===== src/rtl/sprite_anim_sequencer.sv =====
// Player sprite animation sequencer.
// Each toggle of change_frame (in either direction) is one animation tick.
// The ticks step the IDLE/WALK/JUMP motion FSM and its frame index. The
// current VGA pixel is mapped onto a word address in the packed sprite ROM,
// with optional horizontal mirroring.
// ROM layout, one SPRITE_W*SPRITE_H row-major slot per frame:
//   slots 0..1                 IDLE frames
//   slots 2..WALK_FRAMES+1     WALK frames
//   slot  WALK_FRAMES+2        JUMP frame
// There is no valid/ready handshake. Every input is a level sampled on each
// Clk. sprite_on and sprite_rom_addr follow the pixel inputs by one Clk.
module sprite_anim_sequencer #(
  parameter int SPRITE_W    = 32,
  parameter int SPRITE_H    = 32,
  parameter int WALK_FRAMES = 4,
  parameter int JUMP_TICKS  = 6,
  parameter int ADDR_W      = 14
) (
  input  logic              Clk,
  input  logic              Reset_n,
  input  logic              change_frame,
  input  logic              move_left,
  input  logic              move_right,
  input  logic              jump_req,
  input  logic [9:0]        SpriteX,
  input  logic [9:0]        SpriteY,
  input  logic [9:0]        DrawX,
  input  logic [9:0]        DrawY,
  output logic [ADDR_W-1:0] sprite_rom_addr,
  output logic              sprite_on,
  output logic [1:0]        anim_state,
  output logic [2:0]        anim_frame,
  output logic              facing_left
);

  localparam logic [1:0] ST_IDLE = 2'b00;
  localparam logic [1:0] ST_WALK = 2'b01;
  localparam logic [1:0] ST_JUMP = 2'b10;

  localparam int ROW_SH  = $clog2(SPRITE_W);
  localparam int SLOT_SH = $clog2(SPRITE_W * SPRITE_H);

  logic              change_frame_q;
  logic [1:0]        state_q, state_d;
  logic [2:0]        frame_q, frame_d;
  logic              facing_q, facing_d;
  logic [3:0]        jcnt_q, jcnt_d;
  logic              on_q, on_d;
  logic [ADDR_W-1:0] addr_q, addr_d;

  logic        tick;
  logic        moving;
  logic [10:0] dx, dy;
  logic        in_box;
  logic [9:0]  col;
  logic [3:0]  slot;

  assign tick   = change_frame ^ change_frame_q;
  assign moving = move_left ^ move_right;

  // Motion FSM, jump duration counter and frame index
  always_comb begin
    state_d = state_q;
    jcnt_d  = jcnt_q;
    case (state_q)
      ST_IDLE: begin
        if (jump_req)    state_d = ST_JUMP;
        else if (moving) state_d = ST_WALK;
      end
      ST_WALK: begin
        if (jump_req)     state_d = ST_JUMP;
        else if (!moving) state_d = ST_IDLE;
      end
      ST_JUMP: begin
        // A jump always runs its full length; jump_req is not a retrigger.
        if (tick) begin
          if (jcnt_q == 4'(JUMP_TICKS - 1)) begin
            state_d = moving ? ST_WALK : ST_IDLE;
            jcnt_d  = 4'd0;
          end else begin
            jcnt_d = jcnt_q + 4'd1;
          end
        end
      end
      default: begin
        state_d = ST_IDLE;
        jcnt_d  = 4'd0;
      end
    endcase

    // A state change restarts the frame index, even if a tick arrives too.
    frame_d = frame_q;
    if (state_d != state_q) begin
      frame_d = 3'd0;
    end else if (tick) begin
      case (state_q)
        ST_IDLE: frame_d = (frame_q == 3'd0) ? 3'd1 : 3'd0;
        ST_WALK: frame_d = (frame_q == 3'(WALK_FRAMES - 1)) ? 3'd0 : frame_q + 3'd1;
        default: frame_d = 3'd0;
      endcase
    end

    facing_d = facing_q;
    if (move_left && !move_right)      facing_d = 1'b1;
    else if (move_right && !move_left) facing_d = 1'b0;
  end

  // Pixel to ROM word address, using the animation state of this cycle
  always_comb begin
    dx     = {1'b0, DrawX} - {1'b0, SpriteX};
    dy     = {1'b0, DrawY} - {1'b0, SpriteY};
    in_box = !dx[10] && (dx[9:0] < 10'(SPRITE_W)) &&
             !dy[10] && (dy[9:0] < 10'(SPRITE_H));
    col    = facing_q ? (10'(SPRITE_W - 1) - dx[9:0]) : dx[9:0];
    case (state_q)
      ST_IDLE: slot = {1'b0, frame_q};
      ST_WALK: slot = 4'd2 + {1'b0, frame_q};
      ST_JUMP: slot = 4'(2 + WALK_FRAMES);
      default: slot = 4'd0;
    endcase
    on_d   = in_box;
    addr_d = '0;
    if (in_box) begin
      addr_d = (ADDR_W'(slot) << SLOT_SH) + (ADDR_W'(dy[9:0]) << ROW_SH) + ADDR_W'(col);
    end
  end

  // State and output registers
  always_ff @(posedge Clk or negedge Reset_n) begin
    if (!Reset_n) begin
      change_frame_q <= 1'b0;
      state_q        <= ST_IDLE;
      frame_q        <= 3'd0;
      facing_q       <= 1'b0;
      jcnt_q         <= 4'd0;
      on_q           <= 1'b0;
      addr_q         <= '0;
    end else begin
      change_frame_q <= change_frame;
      state_q        <= state_d;
      frame_q        <= frame_d;
      facing_q       <= facing_d;
      jcnt_q         <= jcnt_d;
      on_q           <= on_d;
      addr_q         <= addr_d;
    end
  end

  assign anim_state      = state_q;
  assign anim_frame      = frame_q;
  assign facing_left     = facing_q;
  assign sprite_on       = on_q;
  assign sprite_rom_addr = addr_q;

endmodule


===== config.mk =====
export PLATFORM = sky130hd
export DESIGN_NAME = sprite_anim_sequencer
export DESIGN_NICKNAME = d
export VERILOG_FILES = /design/src/rtl/sprite_anim_sequencer.sv
export SDC_FILE = /design/constraint.sdc
export NUM_CORES = 1
export LEC_CHECK = 0
export ABC_AREA = 1
export BUFFER_PORTS_ARGS = -buffer_cell sky130_fd_sc_hd__buf_4
export CAP_MARGIN = 15
export CORE_UTILIZATION = 55
export DETAILED_ROUTE_END_ITERATION = 6
export PLACE_DENSITY = 0.81
export REMOVE_ABC_BUFFERS = 1
export SLEW_MARGIN = 20
export SYNTH_ARGS = -nofsm -noshare
export SYNTH_HDL_FRONTEND = slang
export SYNTH_SLANG_ARGS = --single-unit

===== constraint.sdc =====
create_clock -name Clk -period 2.7 [get_ports Clk]
set_input_delay 0.405 -clock Clk [delete_from_list [all_inputs] [get_ports Clk]]
set_output_delay 0.405 -clock Clk [all_outputs]
set_load 0.03 [all_outputs]

---- Yosys cells after proc, flatten, opt, wreduce, memory -nomap -nowiden ----
Cells that the tools add are included.
word-level totals
  output and inout port bits .............. 21
  latch bits .............................. 0
  logic and storage cells ................. 62
  memories ................................ 0
  memory bits (read-only) ................. 0
  bits in writable memories ............... 0
  input port bits ......................... 46
  register bits ........................... 26
cells by class
  reductions and logical operators ........ 15
  bitwise logic cells ..................... 3
  shifts and indexed selects .............. 0
  equality and inequality tests ........... 6
  multiplexer cells ....................... 21
  $mul .................................... 0
  $lt $le $gt $ge ......................... 2
  divide/modulo/power cells ............... 0
  add/sub/neg operators ................... 8
operator list
  kind                   count
  $sub 10x10->11         2
  $lt 10x6->1 const B    2
  $add 14x10->14         1
  $add 14x14->14         1
  $mux 14                1
  $mux 2                 6
  $pmux 4 s3             1
  $mux 10                1
  $sub 5x10->10 const A  1
  $mux 3                 3
  $mux 4                 2
  $pmux 4 s2             1
  $pmux 2 s3             1
  $pmux 3 s2             1
  $logic_and 1x1->1      5
  $add 2x3->4 const A    1
  $add 4x1->4 const B    1
  $eq 4x3->1 const B     1
  $logic_not 1->1        4
  $mux 1                 4
  $reduce_bool 2->1      2
  $add 3x1->3 const B    1
  $eq 3x2->1 const B     1
  $logic_not 3->1        1
  9 further kinds        10

---- Longest topological paths before layout ----
Gate-level depths: netlist of run 1.
  depth after elaboration ................. 7
  gate-level depth with buffers ........... 21

---- Least setup slack after synthesis of run 1 ----
Ideal clock, no wire load.
  path kind ............................... in2reg
  start ................................... input DrawX[0]
  end ..................................... register addr_q[11] (netlist: sprite_rom_addr[11])
  buffers on the path ..................... 0
  slack ................................... -0.504 ns
  stages .................................. 19
  arrival time ............................ 3.084 ns
  cells stage by stage .................... inv_1 ha_1 inv_1 fa_1 nand2_1 nand3_2 nand2_1 nand2_2 ha_1 inv_1 o21ai_0 inv_1 fa_1 o21ai_0 a21oi_1 nor2_1 nor2_1 xor2_1 nor2_2
between the ends
  longest elaborated chain between the ends .. 6
ends and longest elaborated chain
  item                                                    line  text
  from (decl)                                             27    input logic [9:0] DrawX,
  $sub 10x10->11 *                                        110   dx = {1'b0, DrawX} - {1'b0, SpriteX};
  branches (longest 4 deep; another with $add 14x10->14)  n/a
  $mux 14 *                                               123   if (in_box) begin
  net addr_d[11]                                          49    logic [ADDR_W-1:0] addr_q, addr_d;
  to (signal assigned)                                    145   addr_q <= addr_d;
  to (decl)                                               49
Mark *: on every way through the listed nets, which the timed path passes.
A chain may end at the register's enable or synchronous reset.

---- Final worst setup path of run 1 ----
  start ................................... input DrawX[2]
  end ..................................... register addr_q[12] (netlist: sprite_rom_addr[12])
The elaborated chain is that of the path after synthesis.

==> impl_metrics.json, run 1 <==
{
  "cts_hold_buf": 0,
  "routabilityCongestion": 0.9240,
  "timing.final.crit_share_pct": 119.9,
  "numClockSinks": 26,
  "clock_path_buffers": 2,
  "avgSynthCellArea_sq_um": 6.809,
  "power_density_nw_per_um2": 637.0,
  "p_leak_nw": 2.357,
  "reg2reg_depth": 11,
  "violations": "setup timing",
  "cts_max_level": 1,
  "ios": 67,
  "synthMuxAreaShare_pct": 0,
  "synth_cell_type_count": 33,
  "setup_slack_ps": -537.2,
  "die_x_um": 73.77,
  "first_pass_iters": 6,
  "fin_hold_ws_ps": 17.12,
  "grt_pass1_wl_um": 15570,
  "grt_max_degree": 27,
  "worst_clock_skew_ps": 9.400,
  "fmax_mhz": 308.9,
  "post-route-drc-count": 0,
  "final_nets": 627,
  "drt_iter0_drc": 525,
  "diodes": 0,
  "max_slew_margin_pct": 51.45,
  "peakVddDrop_uv": 336.1,
  "insertion_delay_ps": 280,
  "critPathLaunchType": "input pin",
  "routed-via-count": 3696,
  "rsz0062_at_grt": "true",
  "path_clk_slew_ps": 100,
  "syn_area_sq_um": 2833,
  "clockRootBuffer": "clkbuf_8",
  "ant_nets": 0,
  "crit_fanout": 5,
  "synth_cells": 416,
  "post-route-util_pct": 88.03,
  "hold_class": "in -> async",
  "antenna_found_initial": 0,
  "synthSimpleGateAreaFrac_pct": 31.63,
  "core_area_sq_um": 4848,
  "synth_adder_area_share_pct": 17.58,
  "drv_slew": 0,
  "fin_setup_tns_ps": -2547,
  "grt_pass1_vias": 3327,
  "initial_core_util_pct": 58.43,
  "synth_top_family_by_area": "simple AND/OR/NAND/NOR gates",
  "vias_per_cell": 6.069,
  "regToRegStartpoint": "anim_state[0]",
  "cts_tree": "yes",
  "finalSetupViolCount": 15,
  "worst_pin_slew_ps": 725.8,
  "synth_xor_area_share_pct": 6.184,
  "grt.total_usage_pct": 38.11,
  "syn_to_final_growth_pct": 50.66,
  "num_rows": 25,
  "worst_ep_arrival_time_ps": 3450,
  "synth_seq_cells": 26,
  "final_layout_size_suffix_gt1_share_pct": 39.48,
  "maxCapViolations": 0,
  "path_class": "in -> reg",
  "wl_per_cell_um": 19.41,
  "fin_crit_ps": 3237,
  "status": "complete, but fails checks",
  "fill_cells": 251,
  "end_kind": "flop",
  "dp_hpwl_um": 5672,
  "synth_compound_area_share_pct": 9.408,
  "gr-total-overflow": 0,
  "cp.required_ps": 2910,
  "r2r-end": "sprite_rom_addr[12]",
  "drt_wl_total_um": 11820,
  "final_hold_viol_count": 0,
  "ff2ff_setup_slack_ps": -60,
  "dieArea_sq_um": 5441,
  "synth_warnings": 0,
  "die_h_um": 73.77,
  "io_buffers": 66,
  "cts_buffers": 3,
  "yosysSeqAreaShare_pct": 22.97
}
==> sequential cells by signal, indices dropped and copies added (netlist names) <==
signal	cells
sprite_on	1
anim_state	2
anim_frame	3
jcnt_q	4
facing_left	1
change_frame_q	1
sprite_rom_addr	14
==> area by class of cell <==
cell class | instances | area (sq um) | area share [%]
timing repair buffer | 125 | 977.2 | 22.90
tap | 67 | 83.83 | 1.964
clock buffer | 3 | 41.29 | 0.9675
multi-input combinational | 300 | 2153 | 50.45
clock inverter | 1 | 30.03 | 0.7036
sequential | 26 | 650.6 | 15.24
inverter | 87 | 331.6 | 7.769
==> metal layers <==
layer / vias up / GRT usage (%) / share of wire [%]
li1: 1563 / - / -
met1: 1650 / 41.70 / 34
met2: 359 / 68.40 / 45
met3: 124 / 6.584 / 12
met4: 0 / 22.65 / 9.1
met5: - / 0 / 0
==> kinds of logic after synthesis <==
family / count (synthesis)
flip-flops: 26
buffers and inverters: 90
AND/OR/NAND/NOR: 194
adder cells (fa/ha/maj): 38
XOR/XNOR: 20
AO/OA/AOI/OAI: 48
==> metrics by stage <==
step           instances  instance area [sq um]  setup slack (ps)  power [W]
2_1_floorplan        413                   2813            -510.5   0.001346
3_3_place_gp         586                   3705            -572.7   0.001731
6_report             609                   4268            -537.2   0.002719
3_5_place_dp         586                   3705            -610.5   0.001795
5_1_grt              609                   4268            -663.7   0.002833
4_1_cts              607                   4100            -76.01   0.002279
==> where the power goes <==
part	switching (W)	leakage, nW	internal [W]
Sequential	0.0000669	0.352	0.000438
Combinational	0.00111	1.97	0.000764
Clock	0.000137	0.0357	0.000199
==> synth_stat cells (all sizes together) <==
library cell / count / share of area (%)
nand2: 104 / 15
inv: 87 / 12
nor2: 46 / 7.2
ha: 35 / 15
a21oi: 27 / 5.0
dfrtp: 26 / 23
nand3: 25 / 5.4
o21ai: 11 / 1.9
xor2: 11 / 3.4
xnor2: 9 / 2.8
nand4: 8 / 1.8
nor3: 6 / 1.5
fa: 3 / 2.1
o22ai: 3 / 0.66
a211oi: 2 / 0.53
a31oi: 2 / 0.44
and3: 2 / 0.49
buf: 2 / 0.57
o21bai: 2 / 0.53
or2: 2 / 0.44
clkbuf: 1 / 0.13
nand3b: 1 / 0.27
o211ai: 1 / 0.27
==> worst max path at each step <==
stage,startpoint,to,depth (start not counted)
finish,DrawX[2],sprite_rom_addr[12],21
global route,SpriteX[5],sprite_rom_addr[12],19
CTS,DrawX[0],sprite_rom_addr[12],21
detailed placement,DrawX[0],sprite_rom_addr[11],20
global placement,DrawX[0],sprite_rom_addr[11],20
floorplan,DrawX[0],sprite_rom_addr[11],19
==> repair_timing <==
item,in CTS,in global routing
pin swaps,31,23
buffers inserted,17,3
endpoints found under the setup margin,6,8
resized for setup,45,34
==> placed cells by master (no fill, tap or decap), types with 3 or more instances in the layout <==
master	synthesis	final
xnor2_1	9	7
inv_2	1	6
a21oi_4	0	4
nand2_2	7	22
xor2_1	11	10
o22ai_1	3	3
inv_1	86	79
nand4_1	8	8
nand2_1	96	80
clkbuf_8	0	3
nor3_1	5	5
dfrtp_1	26	26
nor2_2	12	14
nand3_2	3	7
buf_6	1	7
nand3_1	21	17
ha_4	0	10
nor2_1	34	31
a21oi_1	25	18
a21oi_2	2	5
ha_1	35	25
buf_4	0	117
o21ai_0	11	8
==> critical path, stage by stage <==
cell and delay (ps):
buf_4 150, ha_4 320, buf_6 130, nand3_1 130
nand2_2 170, nand2_2 100, nand2_2 80, nand2_2 60
nand2_4 80, nand3_4 70, nand2_2 70, xor2_1 180
inv_1 100, ha_4 310, buf_4 160, nand2_1 80
nor3_1 250, nand2_1 160, nand3_1 120, nand4_1 140
nor2_1 170
Note: power is estimated with default switching activity, not from simulation.
==> run 2: changes to the inputs <==
--- a/config.mk
+++ b/config.mk
@@ -8,6 +8,7 @@
 export ABC_AREA = 1
 export BUFFER_PORTS_ARGS = -buffer_cell sky130_fd_sc_hd__buf_4
 export CAP_MARGIN = 15
+export CORE_MARGIN = 4
 export CORE_UTILIZATION = 55
 export DETAILED_ROUTE_END_ITERATION = 6
 export PLACE_DENSITY = 0.81
==> impl_metrics.json, run 2 (same netlist as run 1, synthesis figures left out) <==
{
  "largest_register_ffs": 14,
  "setup_slack_ps": -331.3,
  "antenna_found_initial": 0,
  "initial_core_util_pct": 58.43,
  "diodes": 0,
  "final_layout_size_suffix_gt1_share_pct": 37.99,
  "final_common_cell": "buf_4",
  "crit_fanout": 4,
  "drt_iter0_drc": 354,
  "gr-total-overflow": 0,
  "peakVddDrop_uv": 357.7,
  "p_leak_nw": 2.319,
  "dieArea_sq_um": 6362,
  "cts_tree": "yes",
  "grt.total_usage_pct": 24.58,
  "routabilityCongestion": 0.8614,
  "fin_crit_ps": 3031,
  "fmax_mhz": 329.9,
  "worst_clock_skew_ps": 13.09,
  "worst_ep_arrival_time_ps": 3240,
  "dp_hpwl_um": 5581,
  "multi_input_comb_area_sq_um": 2113,
  "die_h_um": 79.77,
  "insertion_delay_ps": 270,
  "fin_hold_ws_ps": 29.11,
  "cts_hold_buf": 0,
  "grt_pass1_vias": 3029,
  "grt_max_degree": 27,
  "fill_cells": 283,
  "grt_pass1_wl_um": 12810,
  "cts_max_level": 1,
  "first_pass_iters": 5,
  "critPathLaunchType": "input pin",
  "final_hold_viol_count": 0,
  "regArea_sq_um": 650.6,
  "io_buffers": 66,
  "cp.required_ps": 2900,
  "timing.final.crit_share_pct": 112.3,
  "rsz0062_at_grt": "true",
  "final_cell_mix": "113 x buf_4, 82 x nand2_1, 79 x inv_1, 32 x nor2_1, 26 x dfrtp_1",
  "syn_to_final_growth_pct": 47.04,
  "core_area_sq_um": 4848,
  "worst_pin_slew_ps": 704.3,
  "cts_buffers": 3,
  "die_x_um": 79.77,
  "fin_setup_tns_ps": -1193,
  "path_class": "in -> reg",
  "post-route-util_pct": 85.91,
  "wl_per_cell_um": 16.60,
  "end_kind": "flop",
  "post-route-drc-count": 0,
  "numClockSinks": 26,
  "hold_class": "in -> async",
  "clockRootBuffer": "clkbuf_8",
  "num_rows": 25,
  "clock_path_buffers": 2,
  "fin_area_sq_um": 4165,
  "final_nets": 623,
  "dpl_cell_area_sq_um": 3697,
  "violations": "setup timing",
  "finalSetupViolCount": 5,
  "path_clk_slew_ps": 90,
  "drt_wl_total_um": 10030,
  "vias_per_cell": 5.717,
  "maxCapViolations": 0,
  "ant_nets": 0,
  "ios": 67,
  "drv_slew": 0,
  "max_slew_margin_pct": 52.88,
  "routed-via-count": 3453,
  "status": "complete, but fails checks",
  "power_density_nw_per_um2": 594.1
}
[run 2: path summary, 6_finish.rpt]
path                                    start  cells after the start                   to  slack [ps]
worst max-delay path                 DrawX[0]                     19  sprite_rom_addr[12]        -330
worst min-delay path                  Reset_n                      1        anim_state[1]          30
worst max register to register  anim_state[0]                     11  sprite_rom_addr[13]          20
worst min register to register      jcnt_q[0]                      1            jcnt_q[0]         550
max in group asynchronous             Reset_n                      1          facing_left        2410
min in group Clk                 change_frame                      1       change_frame_q         260
[run 2: layout make-up]
type                            instances  share of cell area [%]
Multi-Input combinational cell        300                   50.74
Timing Repair Buffer                  121                   22.74
Sequential cell                        26                   15.62
Inverter                               87                   7.900
Tap cell                               67                   2.013
Clock buffer                            3                  0.9913
[run 2: timing repair]
action | CTS | global route
setup buffers | 7 | 10
resized for setup | 40 | 31
pin swaps | 31 | 30
setup endpoints to repair | 7 | 6
[run 2: critical path, stage by stage]
cell	delay, ps
buf_6	100
inv_4	40
ha_4	120
inv_2	40
fa_2	360
nand2_2	100
nand4_1	150
nand2_2	150
ha_4	150
nand2_1	90
o21ai_2	140
xnor2_1	90
ha_1	390
a21oi_1	100
nor3_1	340
a211oi_2	110
nand3_1	110
nand4_1	100
nor2_1	130
[run 2: report_power, final]
group / switching, W / internal, W
sequential: 0.0000614 / 0.000438
combinational: 0.00102 / 0.000744
clock: 0.000114 / 0.0000999
[run 2: routing by layer]
metal | global-route usage (%) | vias to the layer above | routed length, um
met1 | 30.83 | 1566 | 3708
met2 | 43.91 | 259 | 4794
met3 | 1.242 | 78 | 844
li1 | - | 1550 | -
met5 | 0 | - | 0
met4 | 9.966 | 0 | 677
[run 2: through the flow]
stage / total power (W) / worst slack, ps / cells
floorplan: 0.001346 / -510.5 / 413
global placement: 0.001729 / -586.5 / 585
detailed placement: 0.001786 / -744.0 / 585
CTS: 0.002110 / -46.59 / 595
global route: 0.002604 / -395.8 / 604
finish: 0.002475 / -331.3 / 604
